$ cat config.mk
export PLATFORM = sky130hd
export DESIGN_NAME = tdm_demux_1to4
export DESIGN_NICKNAME = d
export VERILOG_FILES = /design/src/rtl/tdm_pkg.sv /design/src/rtl/tdm_slot_ctr.sv /design/src/rtl/tdm_demux_1to4.sv
export SDC_FILE = /design/constraint.sdc
export NUM_CORES = 1
export LEC_CHECK = 0
export BUFFER_PORTS_ARGS = -buffer_cell sky130_fd_sc_hd__buf_2
export CAP_MARGIN = 40
export CORE_MARGIN = 1
export CORE_UTILIZATION = 35
export DETAILED_ROUTE_END_ITERATION = 12
export PLACE_DENSITY_LB_ADDON = 0.15
export RECOVER_POWER = 50
export SYNTH_ARGS = -nofsm -noshare
export SYNTH_HDL_FRONTEND = slang
export SYNTH_SLANG_ARGS = --single-unit
$ cat constraint.sdc
create_clock -name clk -period 5.6 [get_ports clk]
set_clock_uncertainty 0.15 [all_clocks]
set_input_delay 0.56 -clock clk [delete_from_list [all_inputs] [get_ports clk]]
set_output_delay 0.56 -clock clk [all_outputs]
set_load 0.1 [all_outputs]
$ cat src/rtl/tdm_pkg.sv
// tdm_pkg: shared types and constants for the 1-to-4 TDM demultiplexer.
// Provides the framing FSM state enum, the slot count and the slot counter width.
package tdm_pkg;
    localparam int NUM_SLOTS = 4;
    localparam int SLOT_W    = 2;

    typedef enum logic {
        HUNT = 1'b0,
        SYNC = 1'b1
    } state_e;
endpackage

$ cat src/rtl/tdm_slot_ctr.sv
// tdm_slot_ctr: wrapping slot counter for the TDM demultiplexer.
// Ports: clk, rst_n (async active-low), clr (force 0), load1 (force 1),
//        inc (advance modulo NUM_SLOTS), cnt (current slot index).
// Priority is clr > load1 > inc; with none asserted the count holds.
module tdm_slot_ctr
    import tdm_pkg::*;
(
    input  logic              clk,
    input  logic              rst_n,
    input  logic              clr,
    input  logic              load1,
    input  logic              inc,
    output logic [SLOT_W-1:0] cnt
);
    logic [SLOT_W-1:0] cnt_q, cnt_d;

    // Natural overflow of the SLOT_W-bit add gives the modulo-NUM_SLOTS wrap.
    always_comb
        cnt_d = clr ? '0 : load1 ? SLOT_W'(1) : inc ? cnt_q + SLOT_W'(1) : cnt_q;

    always_ff @(posedge clk or negedge rst_n) begin
        if (!rst_n) cnt_q <= '0;
        else        cnt_q <= cnt_d;
    end

    assign cnt = cnt_q;
endmodule

$ cat src/rtl/tdm_demux_1to4.sv
// tdm_demux_1to4: receive-side TDM demultiplexer, one serial slot stream to four lanes.
// Ports: clk, rst_n (async active-low);
//        in_valid/in_sof/in_data  serial slot beats, in_sof marks slot 0;
//        out_data0..3             lane registers for slots 0..3 (mux inputs I0..I3);
//        out_valid[3:0]           one-cycle pulse, bit k when lane k is written;
//        frame_done               pulse when slot 3 completes a frame;
//        sync_err                 pulse on any framing violation;
//        locked                   high while framed (SYNC).
module tdm_demux_1to4
    import tdm_pkg::*;
#(
    parameter int DATA_W = 8
) (
    input  logic                 clk,
    input  logic                 rst_n,
    input  logic                 in_valid,
    input  logic                 in_sof,
    input  logic [DATA_W-1:0]    in_data,
    output logic [DATA_W-1:0]    out_data0,
    output logic [DATA_W-1:0]    out_data1,
    output logic [DATA_W-1:0]    out_data2,
    output logic [DATA_W-1:0]    out_data3,
    output logic [NUM_SLOTS-1:0] out_valid,
    output logic                 frame_done,
    output logic                 sync_err,
    output logic                 locked
);
    state_e              state_q, state_d;
    logic [DATA_W-1:0]   lane_q [NUM_SLOTS];
    logic [NUM_SLOTS-1:0] out_valid_q, out_valid_d;
    logic                frame_done_q, frame_done_d;
    logic                sync_err_q, sync_err_d;
    logic [SLOT_W-1:0]   cnt;
    logic                ld, inc, drop_lock;

    // Any valid sof beat starts a frame at slot 0, whatever the state.
    // Non-sof beats advance only mid-frame; a non-sof beat where slot 0 is due loses lock.
    always_comb begin
        ld           = in_valid && in_sof;
        inc          = in_valid && !in_sof && state_q == SYNC && cnt != '0;
        drop_lock    = in_valid && !in_sof && state_q == SYNC && cnt == '0;
        sync_err_d   = drop_lock || (ld && state_q == SYNC && cnt != '0);
        state_d      = ld ? SYNC : drop_lock ? HUNT : state_q;
        out_valid_d  = ld ? NUM_SLOTS'(1) : inc ? NUM_SLOTS'(1) << cnt : '0;
        frame_done_d = inc && cnt == SLOT_W'(NUM_SLOTS - 1);
    end

    tdm_slot_ctr u_ctr (
        .clk   (clk),
        .rst_n (rst_n),
        .clr   (drop_lock),
        .load1 (ld),
        .inc   (inc),
        .cnt   (cnt)
    );

    always_ff @(posedge clk or negedge rst_n) begin
        if (!rst_n) begin
            state_q      <= HUNT;
            out_valid_q  <= '0;
            frame_done_q <= 1'b0;
            sync_err_q   <= 1'b0;
            for (int i = 0; i < NUM_SLOTS; i++) lane_q[i] <= '0;
        end else begin
            state_q      <= state_d;
            out_valid_q  <= out_valid_d;
            frame_done_q <= frame_done_d;
            sync_err_q   <= sync_err_d;
            if (ld)  lane_q[0]   <= in_data;
            if (inc) lane_q[cnt] <= in_data;
        end
    end

    assign out_data0  = lane_q[0];
    assign out_data1  = lane_q[1];
    assign out_data2  = lane_q[2];
    assign out_data3  = lane_q[3];
    assign out_valid  = out_valid_q;
    assign frame_done = frame_done_q;
    assign sync_err   = sync_err_q;
    assign locked     = state_q == SYNC;
endmodule

# Word-level counts from Yosys, hierarchy flattened
# Cells that the tools add are included.
# word_totals
ff_bits	41
input_bits	12
wordCells	42
# classes
add_sub_neg	1
magnitude_cmp	2
n_eq_ne	1
shift	1
mux	12
n_bitwise	1
n_reduce_logical	15
# op_table
operator	n
32-bit bitwise mux	1
32-bit two-way mux	1
8-bit demux with 2-bit select	1
8-bit two-way mux	2
1-bit logical AND	9
4-bit two-way mux	2
2-bit two-way mux	3
2-bit nonzero test	2
1-bit by 2-bit << shifter with 4-bit output (first input constant)	1
3-bit >= comparator (second input constant)	1
3-bit by 1-bit less-than comparator with 1-bit output (second input constant)	1
2-bit inverter with 3-bit output	1
3-bit nonzero test	1
2-bit by 1-bit adder with 2-bit output (second input constant)	1
2-bit == test (second input constant)	1
2-bit logical NOT	1
1-bit two-way mux	2
1-bit logical NOT	1
1-bit logical OR	1

# Depth between registers and ports, before layout
# Gate-level depths: netlist (run 1).
# depth
ltp_word	7
mapped_depth	6

# Hierarchy
# A second synthesis (run 1) with hierarchy kept.
# unflattened
hier_cells	97
area_unflattened_um2	1569.0
# by_module_without_submodules
mod	instances	cells_per_inst	area_per_inst_um2
tdm_demux_1to4	1	89	1471.4
tdm_slot_ctr	1	8	97.6

# Worst setup path before layout (run 1)
# No wires, ideal clock.
# synth_path
path_kind	reg2reg
from	register state_q (netlist: locked)
to	register with a tool-made name
setup_time_ns	0.125
t_arrival_ns	1.840
required_ns	5.325
slack_ns	3.484
path_stages_with_launch	5
path_buffers	0
path_cell_list	dfrtp_1 > and4bb_4 > nand2_4 > inv_2 > mux2_2
# synth_rtl
item	line_no	text
start, declared	tdm_demux_1to4.sv:28	state_e state_q, state_d;
start signal, assigned	tdm_demux_1to4.sv:65	state_q <= state_d;

==> impl_metrics.py, run 1 <==
metrics = {
    "clocking": {
        "cts_resized": 0,
        "cts.clk_slew.worst_paths_ns": 0.08,
        "cts_tree": "built",
        "cts_hold_buf": 0,
        "cts_made_buffers": 5,
        "post_cts_buffers": 0,
        "clock_latency_ns": 0.28,
        "cts_sinks": 41,
        "ctsHtreeMaxLevel": 2,
        "clock_path_buffers": 2,
        "cts-root-buf": "clkbuf_8",
    },
    "sta": {
        "setup_violations": 0,
        "tns_ns": 0,
        "tightest_slew_ns": 1.26,
        "rsz0062_at_grt": "false",
        "period_share_pct": 39.2,
        "fin_crit_ns": 2.20,
        "slew_headroom_pct": 16.2,
        "fmax_ghz": 0.455,
        "finalHoldViolCount": 0,
        "drv_slew": 0,
    },
    "routing": {
        "vias": 1006,
        "wl_um": 3030,
        "viasPerCell": 4.75,
        "ant_nets": 0,
        "first_pass_iters": 4,
        "wl_per_cell_um": 14.3,
        "drc": 0,
        "drtIter0Drc": 21,
    },
    "floorplanning": {
        "pin_count": 51,
        "die-height_um": 69.1,
        "initial_utilization_pct": 36.2,
        "fp.dieArea_sq_um": 4770,
        "core_area_sq_um": 4350,
        "std_cell_rows": 24,
        "die_w_um": 69.1,
    },
    "global_route": {
        "track_usage_pct": 14.0,
        "grt_pass1_vias": 1028,
        "grt_max_degree": 25,
        "grt_pass1_wl_um": 5090,
        "antenna_found_initial": 0,
        "grt_overflow": 0,
    },
    "critical_path": {
        "path_buf_inv": 2,
        "critical-path-slowest-cell": "clkbuf_1",
        "crit_required_ns": 5.65,
        "cp-end-kind": "asynchronous set/reset pin",
        "crit_start": "rst_n",
        "max_stage_delay_ns": 0.99,
        "cp_max_fo": 24,
        "crit_type": "primary input to asynchronous set/reset pin",
        "regToRegStartpoint": "u_ctr.cnt[0]$_DFFE_PN0P_",
        "cp-start-kind": "primary input",
        "cp_common_cell": "clkbuf_1",
        "regToRegSetupSlack_ns": 3.47,
        "cp.arrival_ns": 2.25,
        "crit_chain": "clkbuf_1 -> clkbuf_1",
        "path_delay_family": "buffers and inverters",
        "r2r_cells": 6,
    },
    "yosys": {
        "syn_area_sq_um": 1580,
        "yosysWarningCount": 0,
        "synth_cell_types": 16,
        "muxShareOfSynthArea_pct": 22.9,
        "syn_nets": 117,
        "synth_compound_area_share_pct": 1.91,
        "synth.avg_cell_area_sq_um": 15.6,
        "synth_seq_cells": 41,
        "synthCells": 101,
        "ys_seq_area_share_pct": 65.1,
        "synth_xor_area_share_pct": 0.556,
        "synth_top_family_by_area": "multiplexers",
        "synth_fa_ha_area_share_pct": 3.18,
        "yosys.area_share.simple_pct": 4.45,
    },
    "placed_design": {
        "place_congestion": 0.712,
        "place_hpwl_um": 2220,
        "port_buffers": 50,
    },
    "cells_and_area": {
        "nNetsFinal": 175,
        "fillers": 400,
        "n_antenna_cell": 0,
        "drive_above_1_share_pct": 55.0,
        "syn2layout_area_growth_pct": 25.3,
    },
    "min_path": {
        "hold_path.class": "primary input to asynchronous set/reset pin",
    },
    "run_status": {
        "status": "finished, final reports clean",
    },
    "job": {
        "max_cap_violations": 0,
    },
}
per-stage QoR:
stage	area, sq um	utilization [%]	worst slack (ns)	hold slack [ns]	cells
5_1_grt	1970	45.3	2.98	0.333	212
4_1_cts	2020	46.4	3.61	0.0740	212
2_1_floorplan	1580	-	3.48	0.114	101
3_5_place_dp	1920	44.1	3.61	0.338	204
6_report	1970	45.3	3.40	0.239	212
3_3_place_gp	1890	43.4	3.69	0.333	203
area by class of cell:
class                      count  area, sq um  share of cell area (%)
sequential                    41         1030                    52.0
inverter                       8         30.0                    1.52
multi-input combinational     52          503                    25.5
tap                           52         65.1                    3.30
clock buffer                   7         96.3                    4.88
timing repair buffer          51          249                    12.6
clock inverter                 1         5.00                   0.253
worst register-to-register path: cells and delay by family (launching register included):
kind          cells  cell delay, ns
fa+ha+maj         1            0.26
flops             1            0.42
buf+inv           2            0.26
simple gates      2            0.59
mux               1            0.34
worst max-delay path by stage:
stage                                 endpoint  slack [ns]  depth (start not counted)
detailed placement                    register        3.61                          6
finish              asynchronous set/reset pin        3.40                          2
floorplan                             register        3.48                          4
global route        asynchronous set/reset pin        2.98                          2
CTS                                   register        3.61                          6
global placement                      register        3.69                          6
routing by layer:
| metal | wire [um] | global-route usage (%) | vias up |
|---|---|---|---|
| met5 | 0 | 0 | - |
| met4 | 54 | 6.12 | 0 |
| met3 | 157 | 3.95 | 8 |
| met2 | 1500 | 23.0 | 34 |
| met1 | 1320 | 17.1 | 499 |
| li1 | - | - | 465 |
layout by cell type, fill, tap and decap left out:
cell type,count
a21o_1,1
and4bb_1,1
buf_2,46
clkbuf_1,5
clkbuf_8,7
clkinv_2,1
dfrtp_1,41
ha_1,4
inv_1,7
inv_2,1
mux2_2,32
nand2_1,8
nor2_1,1
nor3b_1,1
o21ai_0,1
o22ai_1,1
o32a_2,1
xnor2_1,1
synth_stat cells (all sizes together):
cell    count  area (sq um)
nor2        1          3.75
ha          4          50.1
mux2       32           360
o22ai       1          6.26
nand2       8          42.5
xnor2       1          8.76
nor3b       1          7.51
o32a        1          11.3
and4bb      1          16.3
a21o        1          7.51
inv         8          30.0
dfrtp      41          1030
o21ai       1          5.00
cells by family after synthesis:
kind of cell,after synthesis
XOR/XNOR,1
flip-flops,41
AO/OA/AOI/OAI,4
buffers and inverters,8
adder cells (fa/ha/maj),4
AND/OR/NAND/NOR,11
multiplexers,32
Power of run 1 is left out: the tool's default activity adds up to more than one toggle a clock period on the data nets, which glitch-free logic cannot reach.
==> run 2, diff against run 1 <==
ABC_AREA = 1   (was default)
clock period = 2.3 ns   (was 5.6 ns; I/O delays follow)
==> impl_metrics.py, run 2 <==
metrics = {
    "run_status": {
        "status": "finished, final reports clean",
    },
    "critical_path": {
        "regToRegSetupSlack_ns": 0.65,
        "crit_required_ns": 1.92,
        "cp-end-kind": "output pin",
        "crit_type": "register to output pin",
        "cp_max_fo": 2,
        "cp.arrival_ns": 1.49,
        "r2r_cells": 5,
        "cp-endpoint": "out_data2[3]",
        "cp.depth": 1,
        "path_delay_family": "buffers and inverters",
        "critical-path-slowest-cell": "clkbuf_1",
        "path_buf_inv": 1,
        "max_stage_delay_ns": 0.86,
        "cp-start-kind": "register",
        "regToRegStartpoint": "locked$_DFFE_PN0P_",
        "crit_chain": "clkbuf_1",
    },
    "clocking": {
        "cts.clk_slew.worst_paths_ns": 0.08,
        "cts_tree": "built",
        "clock_path_buffers": 2,
        "cts-root-buf": "clkbuf_8",
        "cts_sinks": 41,
        "post_cts_buffers": 0,
        "clock_latency_ns": 0.29,
        "cts_made_buffers": 5,
        "ctsHtreeMaxLevel": 2,
    },
    "placed_design": {
        "place_congestion": 0.744,
        "port_buffers": 50,
        "place_hpwl_um": 2620,
    },
    "sta": {
        "fmax_ghz": 0.535,
        "tightest_slew_ns": 1.17,
        "fin_crit_ns": 1.87,
        "period_share_pct": 81.3,
        "setup_violations": 0,
        "tns_ns": 0,
        "slew_headroom_pct": 22.4,
        "finalHoldViolCount": 0,
        "drv_slew": 0,
        "rsz0062_at_grt": "false",
    },
    "cells_and_area": {
        "final_common_cell": "nand2_1",
        "finish.utilization_pct": 44.5,
        "n_antenna_cell": 0,
        "nNetsFinal": 246,
        "drive_above_1_share_pct": 23.0,
        "syn2layout_area_growth_pct": 22.7,
        "final_cell_mix": "nand2_1, dfrtp_1, buf_2",
    },
    "yosys": {
        "syn_nets": 195,
        "ys_seq_area_share_pct": 59.9,
        "synth_cell_types": 15,
        "synth_top_area_cell": "dfrtp_1",
        "synth.avg_cell_area_sq_um": 9.56,
        "syn_area_sq_um": 1710,
        "synth_top_area_share_pct": 59.9,
        "synth_seq_cells": 41,
        "synth_common_cells": "nand2_1, dfrtp_1, nand4_1",
        "synth_top_flop_cell": "dfrtp_1",
        "synth_most_common_cell": "nand2_1",
        "async_flop_share_pct": 100,
        "synth_edf_count": 0,
        "synthTopCellsByArea": "dfrtp_1, nand2_1, nand4_1",
        "yosysWarningCount": 0,
        "synthCells": 179,
    },
    "global_route": {
        "antenna_found_initial": 0,
        "track_usage_pct": 16.1,
        "grt_pass1_wl_um": 6120,
        "grt_overflow": 0,
        "grt_pass1_vias": 1205,
        "grt_max_degree": 28,
    },
    "min_path": {
        "hold_path.class": "primary input to register",
    },
    "floorplanning": {
        "initial_utilization_pct": 36.2,
        "fp.dieArea_sq_um": 5170,
        "die_w_um": 71.9,
        "core_area_sq_um": 4720,
        "die-height_um": 71.9,
        "pin_count": 51,
        "std_cell_rows": 25,
    },
    "routing": {
        "ant_nets": 0,
        "wl_per_cell_um": 12.3,
        "drtIter0Drc": 63,
        "wl_um": 3650,
        "drc": 0,
        "vias": 1346,
        "first_pass_iters": 4,
        "viasPerCell": 4.53,
    },
    "job": {
        "max_cap_violations": 0,
    },
}
==> run 2: logic make-up after synthesis <==
family	synth area share [%]
AO/OA/AOI/OAI	0.292
adder cells (fa/ha/maj)	2.92
buffers and inverters	5.12
flip-flops	59.9
AND/OR/NAND/NOR	31.7
==> run 2: how the worst min path moves through the flow <==
stage | from | to | cells past startpoint
floorplan | rst_n | asynchronous set/reset pin | 0
global placement | rst_n | asynchronous set/reset pin | 1
detailed placement | rst_n | out_valid[2]$_DFF_PN0_ | 1
CTS | in_data[1] | register | 3
global route | in_data[0] | register | 3
finish | in_data[1] | register | 3
==> run 2: layout make-up <==
| type | count | area (sq um) |
|---|---|---|
| clock buffer | 7 | 86.3 |
| fill | 495 | 2620 |
| inverter | 8 | 30.0 |
| multi-input combinational | 119 | 598 |
| sequential | 41 | 1030 |
| tap | 67 | 83.8 |
| timing repair buffer | 55 | 275 |
==> run 2: what timing repair did <==
item	CTS	global route
gates resized for setup	0	0
setup endpoints to repair	0	0
hold buffers	1	0
hold endpoints to repair	19	0
==> run 2: through the flow <==
stage	instances	hold slack [ns]	instance area (sq um)	setup WS, ns
floorplan	179	-0.216	1710	0.415
global placement	289	0.0578	2020	0.685
detailed placement	289	0.0625	2020	0.657
CTS	297	0.0552	2110	0.629
global route	297	0.0726	2100	0.337
finish	297	0.0626	2100	0.429
==> run 2: metal layers <==
metal / up-vias / track usage (%) / wire (um)
li1: 685 / - / -
met2: 41 / 23.1 / 1650
met1: 615 / 23.2 / 1760
met5: - / 0 / 0
met3: 5 / 5.00 / 183
met4: 0 / 5.23 / 52
Power of run 2 is left out for the same reason.
==> run 3, diff against run 2 <==
ABC_AREA = 0   (was 1)
clock period = 1.85 ns   (was 2.3 ns; I/O delays follow)
==> impl_metrics.py, run 3 (same netlist as run 1, synthesis figures left out) <==
metrics = {
    "sta": {
        "hold_slack_ns": 0.0169,
        "slew_headroom_pct": 33.5,
        "setup_violations": 0,
        "fmax_ghz": 0.557,
        "drv_slew": 0,
        "period_share_pct": 97.1,
        "tns_ns": 0,
        "fin_crit_ns": 1.80,
        "finalHoldViolCount": 0,
        "rsz0062_at_grt": "false",
        "tightest_slew_ns": 0.998,
    },
    "routing": {
        "vias": 1015,
        "ant_nets": 0,
        "viasPerCell": 4.63,
        "first_pass_iters": 4,
        "drtIter0Drc": 25,
        "drc": 0,
        "wl_um": 3300,
        "wl_per_cell_um": 15.1,
    },
    "critical_path": {
        "cp-end-kind": "register",
        "cp_max_fo": 5,
        "crit_type": "register to register",
        "cp.arrival_ns": 1.82,
        "regToRegSetupSlack_ns": 0.05,
        "crit_required_ns": 1.87,
        "cp-start-kind": "register",
    },
    "cells_and_area": {
        "fillers": 386,
        "final_cell_mix": "dfrtp_1, buf_2, mux2_2",
        "n_antenna_cell": 0,
        "postLayoutCellArea_sq_um": 2040,
        "drive_above_1_share_pct": 61.1,
        "nNetsFinal": 182,
        "final_common_cell": "dfrtp_1",
        "finish.utilization_pct": 46.9,
        "syn2layout_area_growth_pct": 29.7,
    },
    "floorplanning": {
        "die_w_um": 69.1,
        "die-height_um": 69.1,
        "pin_count": 51,
        "fp.dieArea_sq_um": 4770,
        "std_cell_rows": 24,
        "initial_utilization_pct": 36.2,
        "core_area_sq_um": 4350,
    },
    "clocking": {
        "clock_latency_ns": 0.29,
        "clock_path_buffers": 2,
        "cts_made_buffers": 5,
        "ctsHtreeMaxLevel": 2,
        "cts_tree": "built",
        "cts.clk_slew.worst_paths_ns": 0.08,
        "cts-root-buf": "clkbuf_8",
        "cts_sinks": 41,
    },
    "min_path": {
        "hold_path.class": "primary input to register",
    },
    "global_route": {
        "grt_pass1_vias": 1097,
        "grt_pass1_wl_um": 5490,
        "antenna_found_initial": 0,
        "track_usage_pct": 15.2,
        "grt_overflow": 0,
        "grt_max_degree": 25,
    },
    "run_status": {
        "status": "finished, final reports clean",
    },
    "placed_design": {
        "place_hpwl_um": 2350,
        "dpl-instance-area_sq_um": 1920,
        "place_congestion": 0.699,
        "port_buffers": 50,
    },
    "job": {
        "max_cap_violations": 0,
    },
}
## run 3: cell count changes in the layout (fill, tap and decap cells not counted), moves of 3 or more
cell      before  now
nand2_1       82    5
mux2_2         0   32
nand4_1       25    0
clkbuf_2       0   16
buf_2         38   33
nand3_4        3    0
clkbuf_1      13    2
## run 3: worst paths after layout
check / start / endpoint / cells after the start
min: in_data[0] / register / 2
min in group asynchronous: rst_n / out_valid[0]$_DFF_PN0_ / 2
max: u_ctr.cnt[1]$_DFFE_PN0P_ / register / 6
max in group asynchronous: rst_n / asynchronous set/reset pin / 3
max reg2reg: u_ctr.cnt[1]$_DFFE_PN0P_ / register / 6
min reg2reg: register / register / 1
## run 3: final cells by class
cell class / instances / area, sq um / area share, %
repair buffers: 58 / 310 / 15.2
inverters: 8 / 30.0 / 1.47
flip-flops and latches: 41 / 1030 / 50.3
clock inverters: 3 / 17.5 / 0.857
well taps: 52 / 65.1 / 3.18
multi-input cells: 52 / 524 / 25.7
clock buffers: 5 / 68.8 / 3.37
## run 3: repair_timing
action | in CTS | in global routing
cloned | 0 | 0
pin swaps | 0 | 1
gates resized for setup | 1 | 1
hold endpoints to repair | 18 | 0
endpoints found under the setup margin | 8 | 14
buffers inserted | 0 | 2
hold buffers | 2 | 0
## run 3: layer usage
metal | share of wire, % | track usage [%] | up-vias
met2 | 49 | 24.6 | 37
met1 | 43 | 18.3 | 496
met3 | 5.4 | 3.95 | 7
met4 | 2.0 | 8.62 | 0
met5 | 0 | 0 | -
li1 | - | - | 475
## run 3: metrics by stage
stage                     cells  worst slack (ns)
final                       219            0.0531
after global routing        219           0.00438
after CTS                   217           0.00460
after detailed placement    207          -0.00815
after global placement      207            0.0590
after floorplan             101            0.0284
## run 3: worst max-delay path, cell delays in order, from the launching register on
cell and delay (ns):
dfrtp_1 0.40, inv_2 0.07, ha_1 0.19, and4bb_4 0.36
nand2_4 0.09, buf_4 0.16, mux2_2 0.26
Power of run 3 is left out for the same reason.
